[src/rtl/mem_access_pkg.sv]
`default_nettype none
// ============================================================================
// Module      : mem_access_pkg
// Description : Opcodes, FSM state encoding and byte-enable constants for
//               the MEM-stage bus access controller.
// Revision    : 1.0  initial release
// ============================================================================
package mem_access_pkg;

    localparam logic [5:0] c_OP_LW  = 6'b100011;
    localparam logic [5:0] c_OP_LH  = 6'b100001;
    localparam logic [5:0] c_OP_LHU = 6'b100101;
    localparam logic [5:0] c_OP_LB  = 6'b100000;
    localparam logic [5:0] c_OP_LBU = 6'b100100;
    localparam logic [5:0] c_OP_SW  = 6'b101011;
    localparam logic [5:0] c_OP_SH  = 6'b101001;
    localparam logic [5:0] c_OP_SB  = 6'b101000;

    typedef enum logic [1:0] {
        ST_IDLE = 2'd0,
        ST_WAIT = 2'd1,
        ST_DONE = 2'd2
    } state_t;

    localparam logic [3:0] c_BE_ALL = 4'b1111;
    localparam logic [3:0] c_BE_HI  = 4'b1100;
    localparam logic [3:0] c_BE_LO  = 4'b0011;
    localparam logic [3:0] c_BE_B0  = 4'b0001;

    function automatic logic is_load(input logic [5:0] op);
        return (op == c_OP_LW) || (op == c_OP_LH) || (op == c_OP_LHU) ||
               (op == c_OP_LB) || (op == c_OP_LBU);
    endfunction

    function automatic logic is_store(input logic [5:0] op);
        return (op == c_OP_SW) || (op == c_OP_SH) || (op == c_OP_SB);
    endfunction

endpackage
`default_nettype wire

[src/rtl/mem_access_load_extender.sv]
`default_nettype none
// ============================================================================
// Module      : load_extender
// Description : Selects the addressed byte/half of a bus read word and
//               sign- or zero-extends it according to the load opcode.
// Revision    : 1.0  initial release
// ============================================================================
module load_extender
    import mem_access_pkg::*;
(
    input  logic [31:0] i_rdata,
    input  logic [1:0]  i_addr_lo,
    input  logic [5:0]  i_opcode,
    output logic [31:0] o_result
);

    logic [15:0] w_half;
    logic [7:0]  w_byte;

    always_comb begin
        w_half = i_addr_lo[1] ? i_rdata[31:16] : i_rdata[15:0];
        case (i_addr_lo)
            2'd0:    w_byte = i_rdata[7:0];
            2'd1:    w_byte = i_rdata[15:8];
            2'd2:    w_byte = i_rdata[23:16];
            default: w_byte = i_rdata[31:24];
        endcase

        case (i_opcode)
            c_OP_LH:  o_result = {{16{w_half[15]}}, w_half};
            c_OP_LHU: o_result = {16'h0000, w_half};
            c_OP_LB:  o_result = {{24{w_byte[7]}}, w_byte};
            c_OP_LBU: o_result = {24'h000000, w_byte};
            default:  o_result = i_rdata;
        endcase
    end

endmodule
`default_nettype wire

[src/rtl/mem_access.sv]
`default_nettype none
// ============================================================================
// Module      : mem_access
// Description : MEM-stage controller that turns EX/MEM load/store fields into
//               a stalling request/ack bus access with timeout.
//               Optional macro MEM_ALIGN_CHECK_EN enables misalignment traps.
// Revision    : 1.0  initial release
// ============================================================================
module mem_access
    import mem_access_pkg::*;
#(
    parameter int TIMEOUT_CYCLES = 255
) (
    input  logic        clk,
    input  logic        reset,
    input  logic [31:0] Inst_in,
    input  logic [31:0] AO_in,
    input  logic [31:0] rt_in,
    output logic        stall,
    output logic        bus_req,
    output logic        bus_we,
    output logic [31:0] bus_addr,
    output logic [3:0]  bus_be,
    output logic [31:0] bus_wdata,
    input  logic        bus_ack,
    input  logic [31:0] bus_rdata,
    output logic [31:0] MO_out,
    output logic        bus_err,
    output logic        align_err
);

    localparam int c_CNT_W = (TIMEOUT_CYCLES > 1) ? $clog2(TIMEOUT_CYCLES) : 1;
    localparam logic [c_CNT_W-1:0] c_CNT_LAST = c_CNT_W'(TIMEOUT_CYCLES - 1);

    state_t             r_state;
    logic [c_CNT_W-1:0] r_cnt;
    logic               r_bus_req;
    logic               r_bus_we;
    logic [31:0]        r_bus_addr;
    logic [3:0]         r_bus_be;
    logic [31:0]        r_bus_wdata;
    logic [31:0]        r_mo;
    logic               r_bus_err;
    logic               r_align_err;
    logic [5:0]         r_op;
    logic [1:0]         r_ao_lo;

    logic [5:0]         w_op;
    logic               w_is_mem;
    logic               w_misaligned;
    logic [3:0]         w_be;
    logic [31:0]        w_wdata;
    logic [31:0]        w_ext;
    logic               w_unused;

    assign w_op     = Inst_in[31:26];
    assign w_is_mem = is_load(w_op) || is_store(w_op);
    assign w_unused = &{1'b0, Inst_in[25:0]};

    always_comb begin
        w_be    = c_BE_ALL;
        w_wdata = rt_in;
        case (w_op)
            c_OP_SH: begin
                w_be    = AO_in[1] ? c_BE_HI : c_BE_LO;
                w_wdata = {2{rt_in[15:0]}};
            end
            c_OP_SB: begin
                w_be    = c_BE_B0 << AO_in[1:0];
                w_wdata = {4{rt_in[7:0]}};
            end
            default: ;
        endcase
    end

`ifdef MEM_ALIGN_CHECK_EN
    always_comb begin
        case (w_op)
            c_OP_LW, c_OP_SW:          w_misaligned = (AO_in[1:0] != 2'b00);
            c_OP_LH, c_OP_LHU, c_OP_SH: w_misaligned = AO_in[0];
            default:                   w_misaligned = 1'b0;
        endcase
    end
`else
    assign w_misaligned = 1'b0;
`endif

    load_extender u_load_extender (
        .i_rdata   (bus_rdata),
        .i_addr_lo (r_ao_lo),
        .i_opcode  (r_op),
        .o_result  (w_ext)
    );

    always_ff @(posedge clk) begin
        if (reset) begin
            r_state     <= ST_IDLE;
            r_cnt       <= '0;
            r_bus_req   <= 1'b0;
            r_bus_we    <= 1'b0;
            r_bus_addr  <= '0;
            r_bus_be    <= '0;
            r_bus_wdata <= '0;
            r_mo        <= '0;
            r_bus_err   <= 1'b0;
            r_align_err <= 1'b0;
            r_op        <= '0;
            r_ao_lo     <= '0;
        end else begin
            case (r_state)
                ST_IDLE: begin
                    if (w_is_mem) begin
                        if (w_misaligned) begin
                            // Trap without touching the bus; MO_out keeps its value
                            r_state     <= ST_DONE;
                            r_align_err <= 1'b1;
                        end else begin
                            r_state     <= ST_WAIT;
                            r_cnt       <= '0;
                            r_bus_req   <= 1'b1;
                            r_bus_we    <= is_store(w_op);
                            r_bus_addr  <= {AO_in[31:2], 2'b00};
                            r_bus_be    <= w_be;
                            r_bus_wdata <= w_wdata;
                            r_op        <= w_op;
                            r_ao_lo     <= AO_in[1:0];
                        end
                    end
                end
                ST_WAIT: begin
                    // A late ack on the final counted cycle still wins over the timeout
                    if (bus_ack) begin
                        r_state   <= ST_DONE;
                        r_bus_req <= 1'b0;
                        if (is_load(r_op)) begin
                            r_mo <= w_ext;
                        end
                    end else if (r_cnt == c_CNT_LAST) begin
                        r_state   <= ST_DONE;
                        r_bus_req <= 1'b0;
                        r_bus_err <= 1'b1;
                        r_mo      <= '0;
                    end else begin
                        r_cnt <= r_cnt + c_CNT_W'(1);
                    end
                end
                ST_DONE: begin
                    r_state     <= ST_IDLE;
                    r_cnt       <= '0;
                    r_bus_err   <= 1'b0;
                    r_align_err <= 1'b0;
                end
                default: begin
                    r_state   <= ST_IDLE;
                    r_bus_req <= 1'b0;
                end
            endcase
        end
    end

    assign stall     = (r_state == ST_WAIT) || ((r_state == ST_IDLE) && w_is_mem);
    assign bus_req   = r_bus_req;
    assign bus_we    = r_bus_we;
    assign bus_addr  = r_bus_addr;
    assign bus_be    = r_bus_be;
    assign bus_wdata = r_bus_wdata;
    assign MO_out    = r_mo;
    assign bus_err   = r_bus_err;
    assign align_err = r_align_err;

endmodule
`default_nettype wire

[config.mk]
export PLATFORM = sky130hd
export DESIGN_NAME = mem_access
export DESIGN_NICKNAME = d
export VERILOG_FILES = /design/src/rtl/mem_access_pkg.sv /design/src/rtl/mem_access_load_extender.sv /design/src/rtl/mem_access.sv
export SDC_FILE = /design/constraint.sdc
export NUM_CORES = 1
export LEC_CHECK = 0
export BUFFER_PORTS_ARGS = -buffer_cell sky130_fd_sc_hd__buf_4
export CAP_MARGIN = 20
export CORE_UTILIZATION = 25
export DETAILED_ROUTE_END_ITERATION = 10
export PLACE_DENSITY_LB_ADDON = 0.15
export RECOVER_POWER = 25
export SETUP_SLACK_MARGIN = 0.1
export SYNTH_ARGS = -nofsm -noshare
export SYNTH_HDL_FRONTEND = slang
export SYNTH_SLANG_ARGS = --single-unit
[constraint.sdc]
create_clock -name clk -period 1.79 [get_ports clk]
set_input_delay 0.358 -clock clk [delete_from_list [all_inputs] [get_ports clk]]
set_output_delay 0.358 -clock clk [all_outputs]
set_load 0.05 [all_outputs]
==> results of run 1 <==
[stage by stage]
step                setup TNS (ns)  power [uW]
floorplan                        0        3455
global placement            -1.655        3969
global route               -0.8080        7716
finish                   -0.009834        7399
CTS                              0        7505
detailed placement          -1.899        3969
[cell type report]
type                       instances  area [sq um]  area share
sequential                       119          2395      0.2911
multi-input combinational        479          2879      0.3500
inverter                          14         52.55    0.006388
clock buffer                      17         425.4     0.05171
timing repair buffer             261          1962      0.2385
tap                              275         344.1     0.04183
clock inverter                    15         168.9     0.02053
[metal layers]
| layer | up-vias | part of all wire |
|---|---|---|
| met5 | - | 0 |
| met4 | 0 | 0.013 |
| met3 | 14 | 0.096 |
| met2 | 189 | 0.45 |
| met1 | 2541 | 0.44 |
| li1 | 2785 | - |
[power groups by stage]
stage	Clock, uW	Combinational, uW	Sequential, uW
after floorplan	0	392	3060
after global placement	0	1140	2830
after detailed placement	0	1140	2830
after CTS	3590	1140	2770
after global routing	3710	1220	2780
final	3490	1130	2770
[state kept, by name, indices dropped and copies added (netlist names), 2 cells and up]
signal     flops
bus_wdata     32
bus_be         4
r_ao_lo        2
bus_addr      30
r_state        2
r_cnt          8
r_op           6
MO_out        32
[worst max-delay path by stage]
stage	endpoint	slack, ns	cells after the start
5_1_grt	MO_out[24]	-0.07	5
3_5_place_dp	MO_out[30]	-0.15	6
6_report	MO_out[27]	-0.009	5
2_1_floorplan	MO_out[0]	0.03	8
4_1_cts	MO_out[27]	0.02	5
3_3_place_gp	MO_out[30]	-0.15	6
[cell usage in the layout (no fill, tap or decap), types with 3 or more instances in the layout]
| cell type | n |
|---|---|
| nor2_1 | 57 |
| nor3_1 | 5 |
| nor2b_1 | 4 |
| nor3b_1 | 3 |
| and2_1 | 3 |
| nand2_1 | 154 |
| buf_12 | 10 |
| conb_1 | 3 |
| nand3b_1 | 9 |
| dfxtp_1 | 109 |
| clkbuf_2 | 8 |
| o211ai_1 | 19 |
| a21o_1 | 7 |
| a2bb2oi_2 | 10 |
| clkbuf_16 | 18 |
| o21ai_0 | 12 |
| nand4_1 | 3 |
| xnor2_1 | 5 |
| a311oi_1 | 8 |
| dfxtp_2 | 10 |
| inv_1 | 13 |
| o221ai_1 | 7 |
| inv_6 | 6 |
| a32o_1 | 5 |
| clkinv_4 | 5 |
| buf_4 | 197 |
| buf_6 | 5 |
| a21oi_1 | 80 |
| o21ai_2 | 7 |
| a21oi_2 | 3 |
| nand3_1 | 7 |
| mux4_2 | 8 |
| o22ai_1 | 14 |
| clkbuf_1 | 39 |
| mux2i_1 | 9 |
[cell families (layout without fill, tap and decap cells)]
logic type,after synthesis,after routing,synth area share
flops,119,119,0.4425
other cells,1,3,0.0006965
mux,19,19,0.05438
simple gates,262,263,0.2119
buf+inv,67,307,0.05136
fa+ha+maj,2,2,0.004647
compound gates,187,187,0.2264
xor+xnor,5,5,0.008133
[worst max-delay path, stage by stage (launching register included)]
cell	delay, ns
dfxtp_2	0.34
mux4_2	0.53
a221o_2	0.46
and2_4	0.21
o21ai_2	0.06
a21oi_1	0.08
[timing repair]
action / in CTS / in global routing
setup endpoints to repair: 25 / 40
buffers inserted: 0 / 7
gates cloned: 1 / 1
pin swaps: 8 / 11
gates resized for setup: 4 / 25
==> metrics.md, run 1 <==
| Metric | Value |
|---|---|
| Seq/Total Area, Yosys | 0.4425 |
| GRT overflow | 0 |
| Final setup viols | 2 |
| RR Startpoint | r_ao_lo[0] |
| Detailed placement HPWL | 13170 um |
| Mapped Cells | 662 |
| CP Max Fanout | 6 |
| Min cycle time layout | between 1.5 and 2 ns |
| I/O Buffers | 206 |
| Most numerous cell in the Yosys netlist | nand2_1 |
| Hold Crit Class | input pin to flop |
| Post-synth top area share | 0.4425 |
| CP Data Required Time | approximately 2.1 ns |
| Final instance area | 0.008227 sq mm |
| Core Util, Final | 0.3901 |
| Status | finished with violations |
| Vias per cell | 4.686 |
| CP endpoint kind | flop |
| Clk_skew | 0.01156 ns |
| Crit path from | r_ao_lo[0] |
| Switching Fraction | 0.2876 |
| Placed cells | 1139 |
| Drt first pass iters | 4 |
| Initial antenna violation count | 0 |
| GR peak layer | met2 |
| Int Pwr | 5271 uW |
| Psw | around 2100 uW |
| Post-Syn Area | 0.005384 sq mm |
| CP Launch Type | flop |
| Worst-margin pin slew | 0.6351 ns |
| R2r setup slk | -0.009 ns |
| Final Non-Filler Cells | 1180 |
| Detail Route Antenna Nets | 0 |
| R2r worst-path depth | 5 |
| Sequential power share | 0.374 |
| Unrepaired setup endpoints after global routing | true |
| Top FF cell, synth | dfxtp_1 |
| Row count | 53 |
| Most instantiated cells after synthesis | nand2_1, dfxtp_1, a21oi_1 |
| Hold Crit Start | AO_in[31] |
| CTS root buffer | clkbuf_16 |
| Post-synth EDFFs | 0 |
| Area leader, netlist | dfxtp_1 |
| Peak VDD IR | 578.8 uV |
| Hold Path End | bus_addr[31] |
| Nets | slightly above 1k |
| Largest net degree at the start of global routing | 51 |
| Failing checks | negative setup slack |
| Met2 GRT Util | 0.2638 |
| Worst-case clock buffer depth | 2 |
| Die Width | between 100 and 150 um |
| P_leak | 0.003215 uW |
| Remaining DRCs | 0 |
| Vias in the first global route | 5429 |
| Ant diodes | 0 |
| Worst-Skew Late Latency | 0.42 ns |
| Post-place setup slack | -0.1536 ns |
| Worst hold margin | 0.1805 ns |
| CTS Hold Bufs | 0 |
| DR WL/cell | 15.62 um |
| Async SR Flop Fraction | 0 |
| DIE AREA | roughly 0.022 sq mm |
| DP Area | 0.007617 sq mm |
| Top cells by area, synth | dfxtp_1, nand2_1, a21oi_1 |
| Logic pwr share | 0.153 |
| Area of the core | roughly 0.021 sq mm |
| H-Tree Depth | 4 |
| GR Util met3 | 0.07003 |
| Max-Slew Margin vs Limit | 0.5784 |
| Register clock-pin slew on the reported worst setup and hold paths | 0.07 ns |
| FMAX | 556.0 MHz |
| Reg-to-reg endpoint | MO_out[27] |
| CTS Buf Count | 17 |
| Worst setup margin | -0.008515 ns |
| Total of max-cap violations | 0 |
| Layout cell share with drive strength beyond 1 | 0.3414 |
| Number of synthesized register bits | around 120 |
| # IOs | 236 |
| CTS Sinks | between 100 and 150 |
| Initial Util | 0.2553 |
| Crit Path Category | flop to flop |
| Final wirelength | 18430 um |
| GRT Util Overall | 0.1694 |
| Clock power share | 0.472 |
| First-iteration detailed-routing DRC count | 168 |
| Crit path DAT | 2.09 ns |
| GP Congestion | 0.8041 |
| Routed vias | roughly 5.5k |
| Area delta synth->final | 52.80% |
| Grt met1 use | 0.2118 |
| Fillers | 2242 |
| Post-synthesis cell type count | 53 |
| First-pass GRT wire length | 29070 um |
| Yosys warning count | 0 |
| Synthesized area per cell | between 8 and 9 sq um |
| Tcrit/Tclk final | 1.005 |
| Die H | about 150 um |
| Worst hold stages | 3 |
| Final Max Slew Viols | 0 |
| CTS tree | built |
| Final Hold Violating Endpoints | 0 |
| Ratio of total power to cell area | between 800 and 900 mW/mm^2 |
No activity file was read; power rests on OpenSTA's default activity.
==> run 2, diff against run 1 <==
- SYNTH_HIERARCHICAL: unset -> 1
==> metrics.md, run 2 <==
| Metric | Value |
|---|---|
| Post-place setup slack | 0.01655 ns |
| Final wirelength | about 20000 um |
| Status | finished clean |
| Final setup viols | 0 |
| Most instantiated cells after synthesis | nand2_1, dfxtp_1, a21oi_1 |
| Unrepaired setup endpoints after global routing | true |
| DIE AREA | 0.02350 sq mm |
| Most numerous cell in the Yosys netlist | nand2_1 |
| Switching Fraction | 0.2796 |
| # IOs | 236 |
| Die Width | ~150 um |
| Mapped Cells | 671 |
| CP Launch Type | flop |
| GRT overflow | 0 |
| Detail Route Antenna Nets | 0 |
| Remaining DRCs | 0 |
| Async SR Flop Fraction | 0 |
| GP Congestion | roughly 0.76 |
| Register clock-pin slew on the reported worst setup and hold paths | about 0.06 ns |
| Post-synth top area share | 0.4163 |
| Worst-margin pin slew | 0.6636 ns |
| Logic pwr share | 0.167 |
| Layout cell share with drive strength beyond 1 | 0.3459 |
| CP Max Fanout | 8 |
| Drt first pass iters | 4 |
| Ratio of total power to cell area | about 860 mW/mm^2 |
| CP Data Required Time | 2.14 ns |
| Tcrit/Tclk final | 0.9795 |
| Top FF cell, synth | dfxtp_1 |
| Max-Slew Margin vs Limit | 0.5595 |
| Crit-path max cell delay | 0.61 ns |
| Number of synthesized register bits | 119 |
| Top cells by area, synth | dfxtp_1, nand2_1, o2bb2ai_1 |
| CTS Hold Bufs | 0 |
| Core Util, Final | 0.3867 |
| Final instance area | 0.008569 sq mm |
| Final Non-Filler Cells | roughly 1.2k |
| Die H | 153.3 um |
| Area delta synth->final | 49.74% |
| Cell Chain, Critical Path | or4b_4 -> a211o_2 -> o21ai_1 -> o2bb2ai_1 |
| Crit Path Category | flop to flop |
| Commonest non-fill, non-tap cells in the layout | buf_4, nand2_1, dfxtp_1 |
| CTS Buf Count | 17 |
| Worst-Skew Late Latency | 0.42 ns |
| First-iteration detailed-routing DRC count | 265 |
| Post-synthesis adder-cell area fraction | 0.004373 |
| DR WL/cell | 16.82 um |
| Routed vias | roughly 5.7k |
| Tot Pwr | 7376 uW |
| Initial antenna violation count | 0 |
| First-pass GRT wire length | between 20000 and 30000 um |
| Nets | ~1k |
| Final Hold Violating Endpoints | 0 |
| Peak VDD IR | 523.5 uV |
| Vias in the first global route | 5505 |
| Clock power share | 0.457 |
| I/O Buffers | 206 |
| Int Pwr | 5314 uW |
| Yosys warning count | 6 |
| CTS root buffer | clkbuf_16 |
| Critical path's top delay family | compound AO/OA/AOI/OAI gates |
| Largest net degree at the start of global routing | between 40 and 50 |
| GRT Util Overall | 0.1607 |
| FMAX | 570.4 MHz |
| Compound-Gate Fraction of Synth Area | 0.2228 |
| Detailed placement HPWL | 13100 um |
| Ant diodes | 0 |
| Slowest CP cell | or4b_4 |
| Post-synth EDFFs | 0 |
| Post-Syn Area | 0.005723 sq mm |
| Post-synthesis cell type count | 58 |
| Psw | between 2000 and 2500 uW |
| Vias per cell | 4.805 |
| Worst setup margin | 0.03672 ns |
| Post-Synth XOR/XNOR Area | 0.006122 |
| DP Area | 0.007775 sq mm |
| Row count | 54 |
| Worst-case clock buffer depth | 2 |
| Synthesized area per cell | 8.529 sq um |
| Buf/Inv on CP | 0 |
| Seq/Total Area, Yosys | 0.4163 |
| Clk_skew | 0.01024 ns |
| CTS tree | built |
| Total of max-cap violations | 0 |
| H-Tree Depth | 4 |
| Final Max Slew Viols | 0 |
| Area leader, netlist | dfxtp_1 |
| Hold Crit Class | input pin to flop |
| Crit path DAT | 2.10 ns |
| Placed cells | 1133 |
| Area of the core | between 0.02 and 0.025 sq mm |
| Min cycle time layout | approximately 1.8 ns |
| CP endpoint kind | flop |
| Largest family of logic cells by synthesized area | simple AND/OR/NAND/NOR gates |
| Post-synthesis mux area share | 0.04897 |
| Commonest non-fill, non-tap cell in the layout | buf_4 |
| P_leak | 0.003376 uW |
| CTS Sinks | 119 |
| Initial Util | 0.2582 |
| Sequential power share | 0.376 |
| Simple-gate share of the synthesized area | 0.2444 |
-- run 2: cell type report --
class,instances,area (sq um)
flip-flops and latches,119,2400
fillers,2349,13590
well taps,280,350.3
multi-input cells,490,3187
inverters,7,26.28
repair buffers,251,2032
clock inverters,12,127.6
clock buffers,20,446.7
-- run 2: kinds of logic after synthesis --
group,after synthesis
DFF,119
buffers and inverters,65
muxes,17
other,1
adders and majority gates,2
xor gates and xnor gates,4
and+or+nand+nor,285
AOI/OAI and AO/OA,178
-- run 2: stage by stage --
stage	hold WS, ns	setup TNS (ns)
3_5_place_dp	0.4473	0
5_1_grt	0.1779	-0.05198
2_1_floorplan	0.4367	0
6_report	0.1895	0
3_3_place_gp	0.4436	0
4_1_cts	0.1674	0
-- run 2: worst paths after layout --
check                    start           end  slack [ns]  cells after the start
hold reg to reg   bus_addr[18]  bus_addr[18]        0.45                      2
hold / removal       AO_in[31]  bus_addr[31]        0.19                      3
setup reg to reg       r_op[1]    MO_out[18]        0.04                      4
setup / recovery       r_op[1]    MO_out[18]        0.04                      4
-- run 2: repair_timing --
action	CTS	global route
pin swaps	1	20
endpoints found under the setup margin	11	35
buffers inserted	3	5
cloned	0	6
resized for setup	9	41
-- run 2: layer usage --
metal  part of all wire  vias up  global-route usage
met2               0.48      159              0.2622
li1                   -     2810                   -
met3              0.059       25             0.04083
met4              0.020        0             0.05724
met1               0.44     2671              0.2041
met5                  0        -                   0
-- run 2: worst register-to-register path: stages, from the launching register on --
cell and delay, ns:
dfxtp_4 0.36, or4b_4 0.61, a211o_2 0.41, o21ai_1 0.19
o2bb2ai_1 0.12
-- run 2: power groups by stage --
stage,clock [uW],combinational (uW),sequential (uW)
2_1_floorplan,0,466,3060
3_3_place_gp,0,1190,2830
3_5_place_dp,0,1190,2830
4_1_cts,3460,1200,2780
5_1_grt,3570,1320,2780
6_report,3370,1230,2780
